**src/rtl/instr_fetch.sv**
```systemverilog
// MIPS instruction fetch unit: owns the PC, fetches over a variable-latency
// request/response port and hands each word to the consumer via valid/ready.
module instr_fetch #(
    parameter logic [31:0] RESET_PC = 32'h0000_0000
) (
    input  logic        clk,
    input  logic        rst_n,
    output logic        imem_req,
    output logic [31:0] imem_addr,
    input  logic [31:0] imem_rdata,
    input  logic        imem_rvalid,
    output logic [31:0] instr,
    output logic [5:0]  op,
    output logic [5:0]  funct,
    output logic [31:0] pc,
    output logic        instr_valid,
    input  logic        instr_ready,
    input  logic        Branch,
    input  logic        Zero,
    input  logic        Jump,
    output logic [31:0] fetch_count
);

    typedef enum logic [1:0] {
        IDLE,
        FETCH,
        WAIT,
        VALID
    } state_t;

    state_t      state;
    state_t      state_next;
    logic        accept;
    logic        capture;
    logic [31:0] p4;
    logic [31:0] br_off;
    logic [31:0] pc_next;

    // Request and valid are pure state decodes, so nothing from the inputs
    // reaches imem_req/imem_addr/instr_valid combinationally.
    always_comb begin
        state_next  = state;
        imem_req    = 1'b0;
        instr_valid = 1'b0;
        accept      = 1'b0;
        capture     = 1'b0;
        case (state)
            IDLE:  state_next = FETCH;
            FETCH: begin
                imem_req   = 1'b1;
                state_next = WAIT;
            end
            WAIT: begin
                if (imem_rvalid) begin
                    capture    = 1'b1;
                    state_next = VALID;
                end
            end
            VALID: begin
                instr_valid = 1'b1;
                if (instr_ready) begin
                    accept     = 1'b1;
                    state_next = FETCH;
                end
            end
            default: state_next = IDLE;
        endcase
    end

    always_comb begin
        p4     = pc + 32'd4;
        br_off = {{14{instr[15]}}, instr[15:0], 2'b00};
        if (Jump) begin
            pc_next = {p4[31:28], instr[25:0], 2'b00};
        end else if (Branch && Zero) begin
            pc_next = p4 + br_off;
        end else begin
            pc_next = p4;
        end
    end

    always_ff @(posedge clk or negedge rst_n) begin
        if (!rst_n) begin
            state       <= IDLE;
            pc          <= RESET_PC;
            instr       <= '0;
            fetch_count <= '0;
        end else begin
            state <= state_next;
            if (capture) begin
                instr <= imem_rdata;
            end
            if (accept) begin
                pc          <= pc_next;
                fetch_count <= fetch_count + 32'd1;
            end
        end
    end

    assign imem_addr = pc;
    assign op        = instr[31:26];
    assign funct     = instr[5:0];

endmodule

```
**config.mk**
```make
export PLATFORM = sky130hd
export DESIGN_NAME = instr_fetch
export DESIGN_NICKNAME = d
export VERILOG_FILES = /design/src/rtl/instr_fetch.sv
export SDC_FILE = /design/constraint.sdc
export NUM_CORES = 1
export LEC_CHECK = 0
export CORE_MARGIN = 2
export CORE_UTILIZATION = 41
export DETAILED_ROUTE_END_ITERATION = 12
export HOLD_SLACK_MARGIN = 0.08
export PLACE_DENSITY_LB_ADDON = 0.2
export SETUP_SLACK_MARGIN = 0.4
export SLEW_MARGIN = 20
export SYNTH_ARGS = -nofsm -noshare
export SYNTH_HDL_FRONTEND = slang
export SYNTH_SLANG_ARGS = --single-unit
```
**constraint.sdc**
```tcl
create_clock -name clk -period 4.45 [get_ports clk]
set_input_delay 0.6675 -clock clk [delete_from_list [all_inputs] [get_ports clk]]
set_output_delay 0.6675 -clock clk [all_outputs]
set_load 0.03 [all_outputs]
```
==> qor.yml, run 1 <==
ys_ff_latch: 96
critPathRequiredTime_ns: 4.74
synth_area_mm2: 0.00689
hold_path.class: "input pin to asynchronous set/reset pin"
antenna_cells: 0
grt_pass1_wl_um: 30400
synthMuxAreaShare_pct: 6.41
synth_ff_type: "dfrtp_1"
power_density_mw_per_mm2: 827
seq_area_frac_synth_pct: 34.9
drive_above_1_share_pct: 8.74
place_congestion: 0.902
rsz0062_at_grt: "false"
final.setup_skew_ns: 0.0133
yosysTopAreaCellShare_pct: 34.9
outcome: "finished clean"
seq_area_mm2: 0.00240
hpwl_um: 14200
clk_latency_ns: 0.37
antenna_found_initial: 0
synthAdderAreaFrac_pct: 7.92
grt_max_degree: 71
synth_top_family_by_area: "compound AO/OA/AOI/OAI gates"
crit_type: "flop to flop"
cts_tree: "done"
reg2reg_from: "imem_addr[2]"
grt-ovfl-total: 0
drc_errors: 0
synth_most_common_cell: "dfrtp_1"
tns_ns: 0
area_delta_synth_final_pct: 29.1
r2r_slack_ns: 0.62
synthSimpleGateAreaFrac_pct: 16.2
clkTransAtPathRegs_ns: 0.08
n_fill_cell: 1536
root_buffer: "clkbuf_16"
core_area_mm2: 0.0165
fin_nets: 969
yosys.area.top_type: "dfrtp_1"
die_w_um: 134
slew_viol_final: 0
p_leak_uw: 0.00384
cp.arrival_ns: 4.12
period_share_pct: 86.0
clock-sinks: 96
syn_inst: 760
start_util_pct: 41.7
ys_top_cells_by_count: "dfrtp_1 (96), nand2_1 (76), xnor2_1 (52)"
startpoint_type: "flop"
tightestPinTransition_ns: 0.934
wl_per_cell_um: 17.4
hold_viol: 0
async_flop_share_pct: 100
synth_area_per_cell_um2: 9.06
max_freq_mhz: 261
final-setup-viol-count: 0
dr.pass1.iters: 6
num_vias: 6023
synth.distinct_cells: 63
ant_nets: 0
grt_pass1_vias: 5546
whs_ns: 0.403
synth_xor_area_share_pct: 10.0
relSlewSlack_pct: 37.7
ys_warn_count: 0
synth-edff-count: 0
multi_input_area_mm2: 0.00401
r2r-end: "imem_addr[31]"
cts_hold_buffers: 0
worst_setup_path_end_kind: "flop"
routed_wl_um: 19400
setup.worst_path.end: "imem_addr[31]"
die_height_um: 134
htree_levels: 3
die-area_mm2: 0.0179
io_pins: 181
clk_path_buf_depth: 2
io_buffers: 176
drt_iter0_markers: 463
cts-buffers-inserted: 9
synth-compound-area-share_pct: 17.2
maxCapViolations: 0
synth.area.top_cells: "dfrtp_1 (35%), ha_1 (7.6%), xnor2_1 (6.6%)"
rows: 47
crit_start: "imem_addr[2]"
r2r_cells: 14
path_max_fanout: 8
layout_min_cycle_time_ns: 3.83
irDropWorstVdd_v: 0.000413
viasPerCell: 5.42
grt.total_usage_pct: 21.6
-- how the worst min path moves through the flow --
stage               slack (ns)              end  depth (start not counted)
finish                    0.40         instr[6]                          1
global route              0.48         instr[6]                          1
CTS                       0.46         instr[6]                          1
detailed placement        0.47  fetch_count[31]                          1
global placement          0.46  fetch_count[31]                          1
floorplan                 0.37   fetch_count[0]                          0
-- metal layers --
metal | GRT usage [%] | share of wire (%) | up-vias
met3 | 2.93 | 5.8 | 32
met4 | 7.51 | 2.1 | 0
met1 | 30.0 | 44 | 2874
met2 | 34.5 | 48 | 210
li1 | - | - | 2907
met5 | 0 | 0 | -
-- where the power goes --
part,internal (uW),switching (uW)
Sequential,1170,525
Combinational,2080,2770
Clock,398,407
-- placed cells by master, fill, tap and decap left out, types with 7 or more instances in the layout --
cell,count
clkdlybuf4s50_1,175
dfrtp_1,94
nand2_1,76
xnor2_1,50
nor2_1,48
a21oi_1,43
ha_1,41
o21ai_0,33
mux2_2,33
nand3_1,28
xor2_1,27
o21ai_1,26
and3_1,19
a21o_1,16
inv_1,13
a211oi_1,12
buf_4,12
nand4_1,10
nor3_1,9
clkbuf_16,9
and2_1,7
o211ai_1,7
mux2i_1,7
-- sequential cells by signal, indices dropped and copies added, names as in the netlist --
signal / cells
fetch_count: 32
imem_addr: 30
instr: 32
state: 2
-- cell families (layout without fill, tap and decap cells) --
family / Yosys count / in the layout
AND/OR/NAND/NOR: 230 / 230
AO/OA/AOI/OAI: 183 / 183
flip-flops: 96 / 96
buffers and inverters: 88 / 217
XOR/XNOR: 79 / 79
adder cells (fa/ha/maj): 43 / 43
multiplexers: 40 / 40
other: 1 / 4
-- layout make-up --
class | count | share of cell area (%)
repair buffers | 187 | 20.7
multi-input cells | 579 | 45.1
flip-flops and latches | 96 | 27.0
clock inverters | 7 | 0.886
clock buffers | 9 | 2.53
inverters | 14 | 0.591
well taps | 220 | 3.10
-- per-stage QoR --
| stage | utilization (%) | std cells | total power [uW] | worst slack, ns | cell area [um^2] |
|---|---|---|---|---|---|
| floorplan | - | 763 | 5080 | 0.750 | 6900 |
| global placement | 51.7 | 1092 | 6490 | 0.705 | 8540 |
| detailed placement | 51.7 | 1092 | 6500 | 0.643 | 8540 |
| CTS | 53.5 | 1108 | 7340 | 0.630 | 8840 |
| global route | 53.8 | 1112 | 7850 | 0.423 | 8890 |
| finish | 53.8 | 1112 | 7350 | 0.621 | 8890 |
-- worst max-delay path: stages (launching register included) --
cell and delay, ns:
dfrtp_1 0.51, ha_1 0.28, and3_1 0.31, nand3_1 0.20, or2_1 0.34, xnor2_1 0.15, ha_1 0.39, a21o_1 0.20
o21bai_1 0.17, a31o_1 0.23, a21oi_1 0.16, o21ai_0 0.10, or3b_1 0.40, mux2i_1 0.19, xnor2_1 0.13
-- what timing repair did --
item,in CTS,in global routing
gates resized for setup,0,6
setup endpoints to repair,0,1
setup buffers,0,4
Note: power is estimated with default switching activity, not from simulation.
==> inputs of run 2 (changes only) <==
==> constraint.sdc (replaced) <==
create_clock -name clk -period 3.7 [get_ports clk]
set_input_delay 0.555 -clock clk [delete_from_list [all_inputs] [get_ports clk]]
set_output_delay 0.555 -clock clk [all_outputs]
set_load 0.03 [all_outputs]
==> qor.yml, run 2 (synthesis results as in run 1) <==
root_buffer: "clkbuf_16"  # unchanged
comb_power_share_pct: 70.7  # was 65.9%
grt.total_usage_pct: 23.2  # was 21.6%
period_share_pct: 99.8  # was 86.0%
core_area_mm2: 0.0165  # unchanged
hold_viol: 0  # unchanged
cts_tree: "done"  # unchanged
final_cell_mix: "clkdlybuf4s50_1 (175), dfrtp_1 (83), nand2_1 (75)"  # was clkdlybuf4s50_1 (175), dfrtp_1 (94), nand2_1 (76)
cts-buffers-inserted: 9  # unchanged
power_frac_seq_pct: 19.4  # was 23.1%
clkTransAtPathRegs_ns: 0.08  # about the same
worstPathCellList: "nand4_1 -> nor2_2 -> nand3_2 -> or2_1 -> xnor2_1 -> ha_2 -> nand2_1 -> o21bai_1 -> a31o_1 -> a21oi_2 -> and4b_1 -> o21ai_1 -> or3b_4 -> mux2i_2 -> xnor2_1"  # was ha_1 -> and3_1 -> nand3_1 -> or2_1 -> xnor2_1 -> ha_1 -> a21o_1 -> o21bai_1 -> a31o_1 -> a21oi_1 -> o21ai_0 -> or3b_1 -> mux2i_1 -> xnor2_1
cpMostUsedCell: "xnor2_1"
clk_path_buf_depth: 2  # unchanged
drc_errors: 0  # unchanged
die_height_um: 134  # unchanged
path_max_fanout: 8  # unchanged
area_delta_synth_final_pct: 41.2  # was 29.1%
grt_max_degree: 45  # was 71
tns_ns: 0  # unchanged
hpwl_um: 14900  # was 14200 um
cts_hold_buffers: 0  # unchanged
grt_pass1_vias: 6195  # was 5546
final-setup-viol-count: 0  # unchanged
relSlewSlack_pct: 37.4  # was 37.7%
irDropWorstVdd_v: 0.000565  # was 0.000413 V
io_pins: 181  # unchanged
antenna_cells: 0  # unchanged
num_vias: 6400  # was 6023
critical_path.max_stage_delay_ns: 0.42  # was 0.51 ns
viasPerCell: 5.47  # was 5.42
crit_type: "flop to flop"  # unchanged
drt_iter0_markers: 475  # was 463
layout_min_cycle_time_ns: 3.69  # was 3.83 ns
pwr-share-clk_pct: 9.9  # was 10.9%
htree_levels: 3  # unchanged
n_fill_cell: 1431  # was 1536
die-area_mm2: 0.0179  # unchanged
grt_pass1_wl_um: 32900  # was 30400 um
antenna_found_initial: 0  # unchanged
outcome: "finished clean"  # unchanged
max_freq_mhz: 271  # was 261 MHz
ant_nets: 0  # unchanged
drive_above_1_share_pct: 21.3  # was 8.74%
clock-sinks: 96  # unchanged
p_leak_uw: 0.00418  # was 0.00384 uW
startpoint_type: "flop"  # unchanged
power_density_mw_per_mm2: 1020  # was 827 mW/mm^2
final_common_cell: "clkdlybuf4s50_1"  # unchanged
place_congestion: 0.935  # was 0.902
routed_wl_um: 20900  # was 19400 um
rsz0062_at_grt: "true"  # was false
crit_slowest_cell: "ha_2"  # was dfrtp_1
final.setup_skew_ns: 0.00808  # was 0.0133 ns
p_sw_uw: 4870  # was 3700 uW
slew_viol_final: 0  # unchanged
hold_path.class: "input pin to asynchronous set/reset pin"  # unchanged
die_w_um: 134  # unchanged
worst_setup_path_end_kind: "flop"  # unchanged
seq_area_mm2: 0.00242  # was 0.00240 mm^2
multi_input_area_mm2: 0.00435  # was 0.00401 mm^2
cp.arrival_ns: 3.98  # was 4.12 ns
wl_per_cell_um: 17.9  # was 17.4 um
start_util_pct: 41.7  # unchanged
critPathRequiredTime_ns: 3.99  # was 4.74 ns
io_buffers: 176  # unchanged
switching_share_pct: 49.1  # was 50.3%
final_core_util_pct: 58.9  # was 53.8%
rows: 47  # unchanged
tightestPinTransition_ns: 0.939  # was 0.934 ns
dr.pass1.iters: 5  # was 6
power_uw: 9910  # was 7350 uW
maxCapViolations: 0  # unchanged
fin_nets: 1028  # was 969
intPower_uw: 5040  # was 3660 uW
grt-ovfl-total: 0  # unchanged
clk_latency_ns: 0.37  # about the same
[run 2: changes by cell type in the layout (fill, tap and decap cells not counted), moves of 5 or more]
cell / delta
a21oi_2: +9
and3_4: +7
buf_4: +54
ha_1: -6
o21ai_0: -5
and3_1: -5
a21oi_1: -10
ha_4: +6
dfrtp_1: -11
dfrtp_2: +11
[run 2: final timing paths]
kind / startpoint / endpoint / slack (ns) / cells past startpoint
min: rst_n / imem_addr[8] / 0.18 / 1
max in group asynchronous: rst_n / imem_addr[11] / 2.69 / 2
max: imem_addr[17] / imem_addr[31] / 0.007 / 15
max reg2reg: imem_addr[17] / imem_addr[31] / 0.007 / 15
min in group clk: fetch_count[13] / fetch_count[13] / 0.49 / 1
min reg2reg: fetch_count[13] / fetch_count[13] / 0.49 / 1
[run 2: metal layers]
layer | wire (um) | part of all wire (%) | GRT usage (%)
met1 | 9170 | 44 | 31.0
met2 | 10100 | 48 | 37.5
met3 | 1120 | 5.3 | 3.77
met4 | 577 | 2.8 | 9.52
met5 | 0 | 0 | 0
[run 2: timing repair]
action                                  in CTS  in global routing
endpoints found under the setup margin      11                 17
resized for setup                           25                 39
pin swaps                                   33                 23
setup buffers                               32                  9
[run 2: worst max-delay path: cells and delay by family (launching register included)]
| family | cells | cell delay, ns |
|---|---|---|
| AO/OA/AOI/OAI | 4 | 0.61 |
| XOR/XNOR | 2 | 0.30 |
| adder cells (fa/ha/maj) | 1 | 0.42 |
| flip-flops | 1 | 0.38 |
| multiplexers | 1 | 0.20 |
| AND/OR/NAND/NOR | 7 | 1.70 |
[run 2: power groups by stage]
stage	combinational [uW]	clock (uW)	sequential [uW]
after floorplan	3610	0	2560
after global placement	6070	0	1960
after detailed placement	6060	0	1960
after CTS	6560	1010	1910
after global routing	7500	1050	1990
final	7000	982	1920
[run 2: final cells by class]
class | count | share of cell area (%)
Tap cell | 220 | 2.83
Clock buffer | 9 | 2.31
Multi-Input combinational cell | 579 | 44.8
Timing Repair Buffer | 246 | 23.8
Inverter | 14 | 0.540
Clock inverter | 7 | 0.939
Sequential cell | 96 | 24.9
[run 2: per-stage QoR]
step | hold slack (ns) | instance area [um^2] | worst slack (ns) | instances
3_5_place_dp | 0.479 | 8790 | 0.132 | 1114
6_report | 0.185 | 9730 | 0.00726 | 1171
3_3_place_gp | 0.462 | 8790 | 0.212 | 1114
2_1_floorplan | 0.259 | 6980 | 0.259 | 763
5_1_grt | 0.220 | 9730 | -0.0810 | 1171
4_1_cts | 0.202 | 9460 | 0.247 | 1162
